[config.mk]
export PLATFORM = sky130hd
export DESIGN_NAME = ofdm_frame_seq
export DESIGN_NICKNAME = d
export VERILOG_FILES = /design/src/rtl/ofdm_frame_seq.sv
export SDC_FILE = /design/constraint.sdc
export NUM_CORES = 1
export LEC_CHECK = 0
export ABC_AREA = 1
export ABC_CLOCK_PERIOD_IN_PS = 1800
export BUFFER_PORTS_ARGS = -buffer_cell sky130_fd_sc_hd__buf_4
export CAP_MARGIN = 20
export CORE_MARGIN = 4
export CORE_UTILIZATION = 49
export DETAILED_ROUTE_END_ITERATION = 10
export GPL_TIMING_DRIVEN = 0
export PLACE_DENSITY = 0.81
export SLEW_MARGIN = 20
export SYNTH_ARGS = -nofsm -noshare
export SYNTH_HDL_FRONTEND = slang
export SYNTH_SLANG_ARGS = --single-unit
[constraint.sdc]
create_clock -name CLK_I -period 1.8 [get_ports CLK_I]
set_input_delay 0.18 -clock CLK_I [delete_from_list [all_inputs] [get_ports CLK_I]]
set_output_delay 0.18 -clock CLK_I [all_outputs]
set_load 0.01 [all_outputs]
[src/rtl/ofdm_frame_seq.sv]
// OFDM frame sequencer ahead of the channel estimator: one CYC_O window per frame
// (preamble + NSYM data symbols), then a drain tail and a forced low gap.
module ofdm_frame_seq #(
  parameter int SYM_LEN   = 64,
  parameter int DRAIN_CYC = 8,
  parameter int GAP_CYC   = 2,
  parameter int NSYM_W    = 8
) (
  input  logic              CLK_I,
  input  logic              RST_I,
  input  logic [31:0]       DAT_I,
  input  logic              WE_I,
  input  logic              STB_I,
  input  logic              CYC_I,
  output logic              ACK_O,
  output logic [31:0]       DAT_O,
  output logic              CYC_O,
  output logic              STB_O,
  output logic              WE_O,
  input  logic              ACK_I,
  input  logic [NSYM_W-1:0] NSYM_I,
  input  logic              NSYM_VLD_I,
  output logic              BUSY_O,
  output logic              FRM_DONE_O,
  output logic              ERR_O,
  output logic [NSYM_W-1:0] SYM_CNT_O
);

  localparam int SMP_W   = $clog2(SYM_LEN);
  localparam int CNT_MAX = (DRAIN_CYC > GAP_CYC) ? DRAIN_CYC : GAP_CYC;
  localparam int CNT_W   = $clog2(CNT_MAX + 1);

  // state | meaning
  // IDLE  | no frame armed
  // ARM   | frame armed, waiting for upstream CYC_I & WE_I
  // PRE   | passing the long preamble symbol
  // DATA  | passing data symbols 1..nsym
  // DRAIN | CYC_O held high while the equalizer flushes
  // GAP   | CYC_O forced low before the next frame
  typedef enum logic [2:0] {S_IDLE, S_ARM, S_PRE, S_DATA, S_DRAIN, S_GAP} state_t;

  state_t              state_q;
  logic                cyc_q;
  logic                done_q;
  logic                err_q;
  logic                abort_q;
  logic [SMP_W-1:0]    smp_cnt_q;
  logic [NSYM_W-1:0]   sym_cnt_q;
  logic [NSYM_W-1:0]   nsym_q;
  logic [CNT_W-1:0]    tmr_q;

  logic                pass;
  logic                stb;
  logic                hs;
  logic                wrap;
  logic                last_sym;
  logic                gap_exit;
  logic [SMP_W-1:0]    smp_cnt_d;
  logic [NSYM_W-1:0]   sym_cnt_d;

  assign pass      = (state_q == S_PRE) || (state_q == S_DATA);
  assign stb       = pass & STB_I & WE_I & CYC_I;
  assign hs        = stb & ACK_I;
  assign wrap      = hs && (smp_cnt_q == SMP_W'(SYM_LEN - 1));
  // sym_cnt_q is 0 in PRE, so this also covers the preamble-only frame
  assign last_sym  = (sym_cnt_q == nsym_q);
  assign gap_exit  = (state_q == S_GAP) && (tmr_q == '0);
  assign smp_cnt_d = wrap ? '0 : smp_cnt_q + 1'b1;
  assign sym_cnt_d = sym_cnt_q + 1'b1;

  always_ff @(posedge CLK_I or negedge RST_I) begin
    if (!RST_I) begin
      state_q   <= S_IDLE;
      cyc_q     <= 1'b0;
      done_q    <= 1'b0;
      err_q     <= 1'b0;
      abort_q   <= 1'b0;
      smp_cnt_q <= '0;
      sym_cnt_q <= '0;
      nsym_q    <= '0;
      tmr_q     <= '0;
    end else begin
      done_q <= 1'b0;
      if (NSYM_VLD_I && (state_q != S_IDLE) && !gap_exit) err_q <= 1'b1;
      case (state_q)
        S_IDLE: begin
          if (NSYM_VLD_I) begin
            nsym_q  <= NSYM_I;
            state_q <= S_ARM;
          end
        end
        S_ARM: begin
          if (CYC_I && WE_I) begin
            cyc_q     <= 1'b1;
            smp_cnt_q <= '0;
            sym_cnt_q <= '0;
            abort_q   <= 1'b0;
            state_q   <= S_PRE;
          end
        end
        S_PRE, S_DATA: begin
          if (!CYC_I) begin
            err_q   <= 1'b1;
            abort_q <= 1'b1;
            cyc_q   <= 1'b0;
            tmr_q   <= CNT_W'(GAP_CYC - 1);
            state_q <= S_GAP;
          end else if (hs) begin
            smp_cnt_q <= smp_cnt_d;
            if (wrap) begin
              // the index holds on the final symbol: it names the symbol in progress
              if (last_sym) begin
                tmr_q   <= CNT_W'(DRAIN_CYC);
                state_q <= S_DRAIN;
              end else begin
                sym_cnt_q <= sym_cnt_d;
                state_q   <= S_DATA;
              end
            end
          end
        end
        S_DRAIN: begin
          if (tmr_q == '0) begin
            cyc_q   <= 1'b0;
            tmr_q   <= CNT_W'(GAP_CYC - 1);
            state_q <= S_GAP;
          end else begin
            tmr_q <= tmr_q - 1'b1;
          end
        end
        S_GAP: begin
          if (tmr_q == '0) begin
            sym_cnt_q <= '0;
            done_q    <= !abort_q;
            if (NSYM_VLD_I) begin
              nsym_q  <= NSYM_I;
              state_q <= S_ARM;
            end else begin
              state_q <= S_IDLE;
            end
          end else begin
            tmr_q <= tmr_q - 1'b1;
          end
        end
        default: state_q <= S_IDLE;
      endcase
    end
  end

  assign CYC_O      = cyc_q;
  assign WE_O       = cyc_q;
  assign STB_O      = stb;
  assign ACK_O      = hs;
  assign DAT_O      = pass ? DAT_I : '0;
  assign BUSY_O     = (state_q != S_IDLE);
  assign FRM_DONE_O = done_q;
  assign ERR_O      = err_q;
  assign SYM_CNT_O  = sym_cnt_q;

endmodule

======== Word level (Yosys, flattened, before mapping) ========
Index checks and enable logic that the tools add are counted.
operators by class
  add/subtract/negate cells ............... 3
  reductions and logical operators ........ 24
  equal/unequal tests ..................... 20
  bitwise logic cells ..................... 4
  multiplexer cells ....................... 45
operators by type and width
  kind                 number
  $mux 8               8
  $mux 32              1
  $mux 3               8
  $mux 4               6
  $mux 6               4
  $pmux 8 s3           1
  $ne 2x2->1 const B   9
  $pmux 8 s2           1
  $pmux 3 s5           1
  $pmux 4 s3           1
  $pmux 6 s2           1
  $reduce_bool 3->1    4
  $mux 1               11
  $ne 3x3->1 const B   3
  $add 8x1->8 const B  1
  $eq 8x8->1           1
  $reduce_and 4->1     2
  $reduce_and 7->1     1
  $add 6x1->6 const B  1
  $eq 3x2->1 const B   2
  $eq 3x3->1 const B   2
  $eq 6x6->1 const B   1
  $reduce_and 6->1     1
  $logic_and 1x1->1    5
  15 further kinds     20
word-level totals
  output and inout port bits .............. 47
  word-level logic and storage cells ...... 105
  bits in registers ....................... 33
  input bits .............................. 47

======== Longest topological paths before layout ========
  word-level depth ........................ 11
  gate-level depth with buffers ........... 11
  gate-level depth less buffers ........... 11

======== Worst setup path before layout ========
OpenSTA, ideal clock, no wires.
  kind .................................... reg2reg
  start point ............................. reg tmr_q[0]
  end point ............................... reg sym_cnt_q[3], in the netlist SYM_CNT_O[3]
  arrival ................................. 1.386 ns
  stages on the path, launching flop included .. 10
  slack ................................... 0.296 ns
  cells stage by stage .................... dfrtp_1 > inv_1 > ha_1 > nand3_1 > inv_1 > nor2_4 > nor2_8 > nand4_4 > nand2_1 > nand2_1
on the way
  cells in the longest elaborated chain, start to end .. 3
RTL lines
  element                     line  RTL
  from (decl)                 50    logic [CNT_W-1:0] tmr_q;
  from (signal assigned)      106   tmr_q <= CNT_W'(GAP_CYC - 1);
  from (signal assigned)      113   tmr_q <= CNT_W'(DRAIN_CYC);
  from (signal assigned)      125   tmr_q <= CNT_W'(GAP_CYC - 1);
  $logic_not 4->1             132   if (tmr_q == '0) begin
  $ne 2x1->1 (no line)        -
  $reduce_and 7->1 (no line)  -
  to (signal assigned)        116   sym_cnt_q <= sym_cnt_d;
  to (decl)                   48    logic [NSYM_W-1:0] sym_cnt_q;
Every way passes these cells.
A chain may end at the register's enable or synchronous reset.

======== Worst setup path after layout ========
  start point ............................. reg state_q[2]
  end point ............................... out DAT_O[31]
on the way
  cells in the longest elaborated chain, start to end .. 3
RTL lines
  element                 line  RTL
  from (decl)             42    state_t state_q;
  from (signal assigned)  73    state_q <= S_IDLE;
  from (signal assigned)  89    state_q <= S_ARM;
  from (signal assigned)  98    state_q <= S_PRE;
  $eq 3x2->1              61    assign pass = (state_q == S_PRE) || (state_q == S_DATA);
  $logic_or 1x1->1 *      61
  $mux 32 *               154   assign DAT_O = pass ? DAT_I : '0;
  to (decl)               16    output logic [31:0] DAT_O,
Mark *: on every way between the ends. The rest lies on a longest branch, timed or not.

==> run metrics <==
gr usage total=21.2%; DRT iter0 DRCs=175; TritonCTS Buffers=5; unrepaired setup endpoints after global routing=false; share of cells above drive strength 1=34.6%; Leak=0.00192 uW; number of global-route vias before repair=2395; run status=completed; hold path startpoint=NSYM_I[5]; final non-filler cell area=0.00331 sq mm; GR Util met2=37.6%; Sink Count=33; setup TNS=0 ns; cell area after synthesis=0.00236 sq mm; nets=495; # IOs=94; H-Tree Depth=2; Slew @ Worst Pin=0.437 ns; TritonCTS clock tree=built; DP Wirelength=4980 microns; Initial Utilization=52.3%; data required time of the worst path=1.62 ns; DRC viols=0; filler cell count in the final layout=383; Slew HR=70.9%; Pins Over Slew Limit=0; area of the core=0.00450 sq mm; count of antenna-violating nets left after detailed routing=0; initial antenna violation count=0; Min-Delay Path Depth=3; full die area=0.00598 sq mm; flop-to-flop setup slack=0.17 ns; CP max FO=10; CP max stage delay=0.45 ns; worst hold-check path type=input port to flop; final hold vios=0; Yosys cell types=36; pwr/cell area=1370 mW/mm^2; first-pass GRT wire length=10400 microns; CP Launch Type=flop; met1 GRT Util=24.7%; gr ovfl total=0; Rows=24; die width=77.4 microns; Slowest cell on crit path=dfrtp_2; Post-Syn Instances=340; leading cell type in the layout, fill and taps excluded=buf_4; largest net degree at the start of global routing=34; root buf cell=clkbuf_8; Reg2Reg Depth=8; Tcrit/Tclk final=94.8%; commonest cells after routing, fill and taps aside=99 x buf_4, 83 x nand2_1, 63 x inv_1; CP Buf/Inv Count=4; Via Count=2441; largest vdd supply drop=0.000912 V; met3 Use GR=6.48%; DRT Pass-1 Iters=4; Hold EP=nsym_q[5]$_DFFE_PN0P_; final cell count without fillers=497; Worst-Skew Late Latency=0.29 ns; Cell Chain, Critical Path=inv_4 -> nand2_4 -> buf_4 -> buf_4 -> nor2_2 -> buf_4; Crit. End Element=output pin; Max-cap violations=0; Crit Path Category=flop to output pin; Hold Slack=0.122 ns; P&R area growth vs syn=40.6%; Die Span Y=77.4 microns; Syn Nets=391; min cycle time layout=1.71 ns; n_diodes=0; Critical Path Most Common Cell=buf_4; port bufs=93; Worst-path clk slew=0.07 ns; Longest Clk Path Bufs=2; post-synthesis sequential area ratio=35.0%; GRT Max-Usage Layer=met2; clock skew=0.00855 ns; arrival time worst endpoint=1.53 ns; Setup-failing EPs final=0; vias per std cell=4.91; routed wire length=6310 microns; yosys warns=0; final core utilization=73.6%; worst reg2reg path startpoint=SYM_CNT_O[3]$_DFFE_PN0P_; FF+latch count, synth=33; highest clock rate=0.586 GHz; Post-DP Area=0.00312 sq mm; WL/cell=12.7 microns; Synth Area per Inst=6.93 sq um; cell total after placement=485; GPL Wtd Cong=0.816; reg2reg end=SYM_CNT_O[1]$_DFFE_PN0P_; CP delay by family, top=buffers and inverters
==> registers in the layout, indices dropped and copies added, names as in the netlist <==
name and flops:
SYM_CNT_O 8, nsym_q 8, smp_cnt_q 6, tmr_q 4, state_q 3, CYC_O 1, ERR_O 1, FRM_DONE_O 1
abort_q 1
==> routing by layer <==
layer	up-vias	routed length, microns
met2	84	3170
met1	1115	2550
met5	-	0
li1	1237	-
met4	0	60
met3	5	533
==> kinds of logic after synthesis <==
group / share of synthesized area [%]
DFF: 35.0
and+or+nand+nor: 38.1
AOI/OAI and AO/OA: 7.43
adders and majority gates: 2.12
xor gates and xnor gates: 3.72
buffers and inverters: 13.6
==> synth_stat cells <==
library cell	count	area share [%]
o31ai_1	2	0.64
and2_4	1	0.37
nand3_2	1	0.42
or2_2	1	0.27
buf_4	2	0.64
ha_1	4	2.1
dfrtp_1	33	35
a22o_1	1	0.37
a21oi_1	1	0.21
nor2_8	1	0.85
nand2_1	83	13
nand4_4	1	0.90
nand3_4	1	0.74
nor3b_1	1	0.32
nor2_1	57	9.1
o2111a_1	1	0.48
nand4_1	10	2.7
o21ai_0	7	1.5
nand2_4	6	2.9
a31oi_1	1	0.27
nand3_1	13	2.8
xor2_1	7	2.6
nor2_2	2	0.53
xnor2_1	3	1.1
a31o_2	1	0.37
o21ai_1	5	1.1
a21oi_2	6	2.2
nor2_4	3	1.4
o21a_1	1	0.32
nor3_1	3	0.64
nand2_2	4	1.1
inv_2	6	0.96
inv_4	1	0.27
inv_1	64	10
buf_6	1	0.48
buf_2	5	1.1
==> worst max-delay path by stage <==
stage | startpoint | endpoint | slack (ns) | depth (start not counted)
6_report | state_q[2]$_DFFE_PN0P_ | DAT_O[31] | 0.09 | 6
5_1_grt | state_q[2]$_DFFE_PN0P_ | DAT_O[16] | 0.0009 | 6
4_1_cts | state_q[2]$_DFFE_PN0P_ | DAT_O[31] | 0.004 | 6
3_5_place_dp | tmr_q[0]$_DFFE_PN0P_ | SYM_CNT_O[1]$_DFFE_PN0P_ | 0.11 | 9
3_3_place_gp | tmr_q[0]$_DFFE_PN0P_ | SYM_CNT_O[1]$_DFFE_PN0P_ | 0.14 | 9
2_1_floorplan | tmr_q[0]$_DFFE_PN0P_ | SYM_CNT_O[3]$_DFFE_PN0P_ | 0.30 | 9
==> timing repair <==
action                                  in CTS  in global routing
resized for setup                            2                 10
cloned                                       0                  0
setup buffers                                0                  3
endpoints found under the setup margin       2                 31
hold buffers                                 1                  0
hold endpoints to repair                    33                  0
==> area by class of cell <==
class | count | area [sq um] | area share, %
clock inverters | 3 | 65.1 | 1.96
clock buffers | 5 | 68.8 | 2.08
plain buffers | 8 | 58.8 | 1.77
flip-flops and latches | 33 | 827 | 25.0
well taps | 52 | 65.1 | 1.96
inverters | 71 | 272 | 8.19
repair buffers | 97 | 731 | 22.1
multi-input cells | 228 | 1230 | 37.0
==> power by group <==
| group | internal, uW | switching (uW) | leakage [uW] |
|---|---|---|---|
| clock network | 550 | 289 | 0.0000681 |
| registers | 964 | 189 | 0.000419 |
| logic | 1050 | 1500 | 0.00144 |
==> worst register-to-register path, cell delays in order, from the launching register on <==
cell and delay [ns]:
dfrtp_1 0.48, xnor2_1 0.19, nand2_1 0.06, nor2_1 0.19, nand2_1 0.13, nand2_1 0.10
nand2_1 0.18, nand4_1 0.14, nand2_1 0.07
==> stage by stage <==
step / total power (uW) / setup slack [ns]
after global routing: 4940 / 0.000907
after detailed placement: 3640 / 0.114
after CTS: 4490 / 0.00417
final: 4550 / 0.0932
after global placement: 3570 / 0.136
after floorplan: 2860 / 0.296
Note: power is estimated with default switching activity, not from simulation.
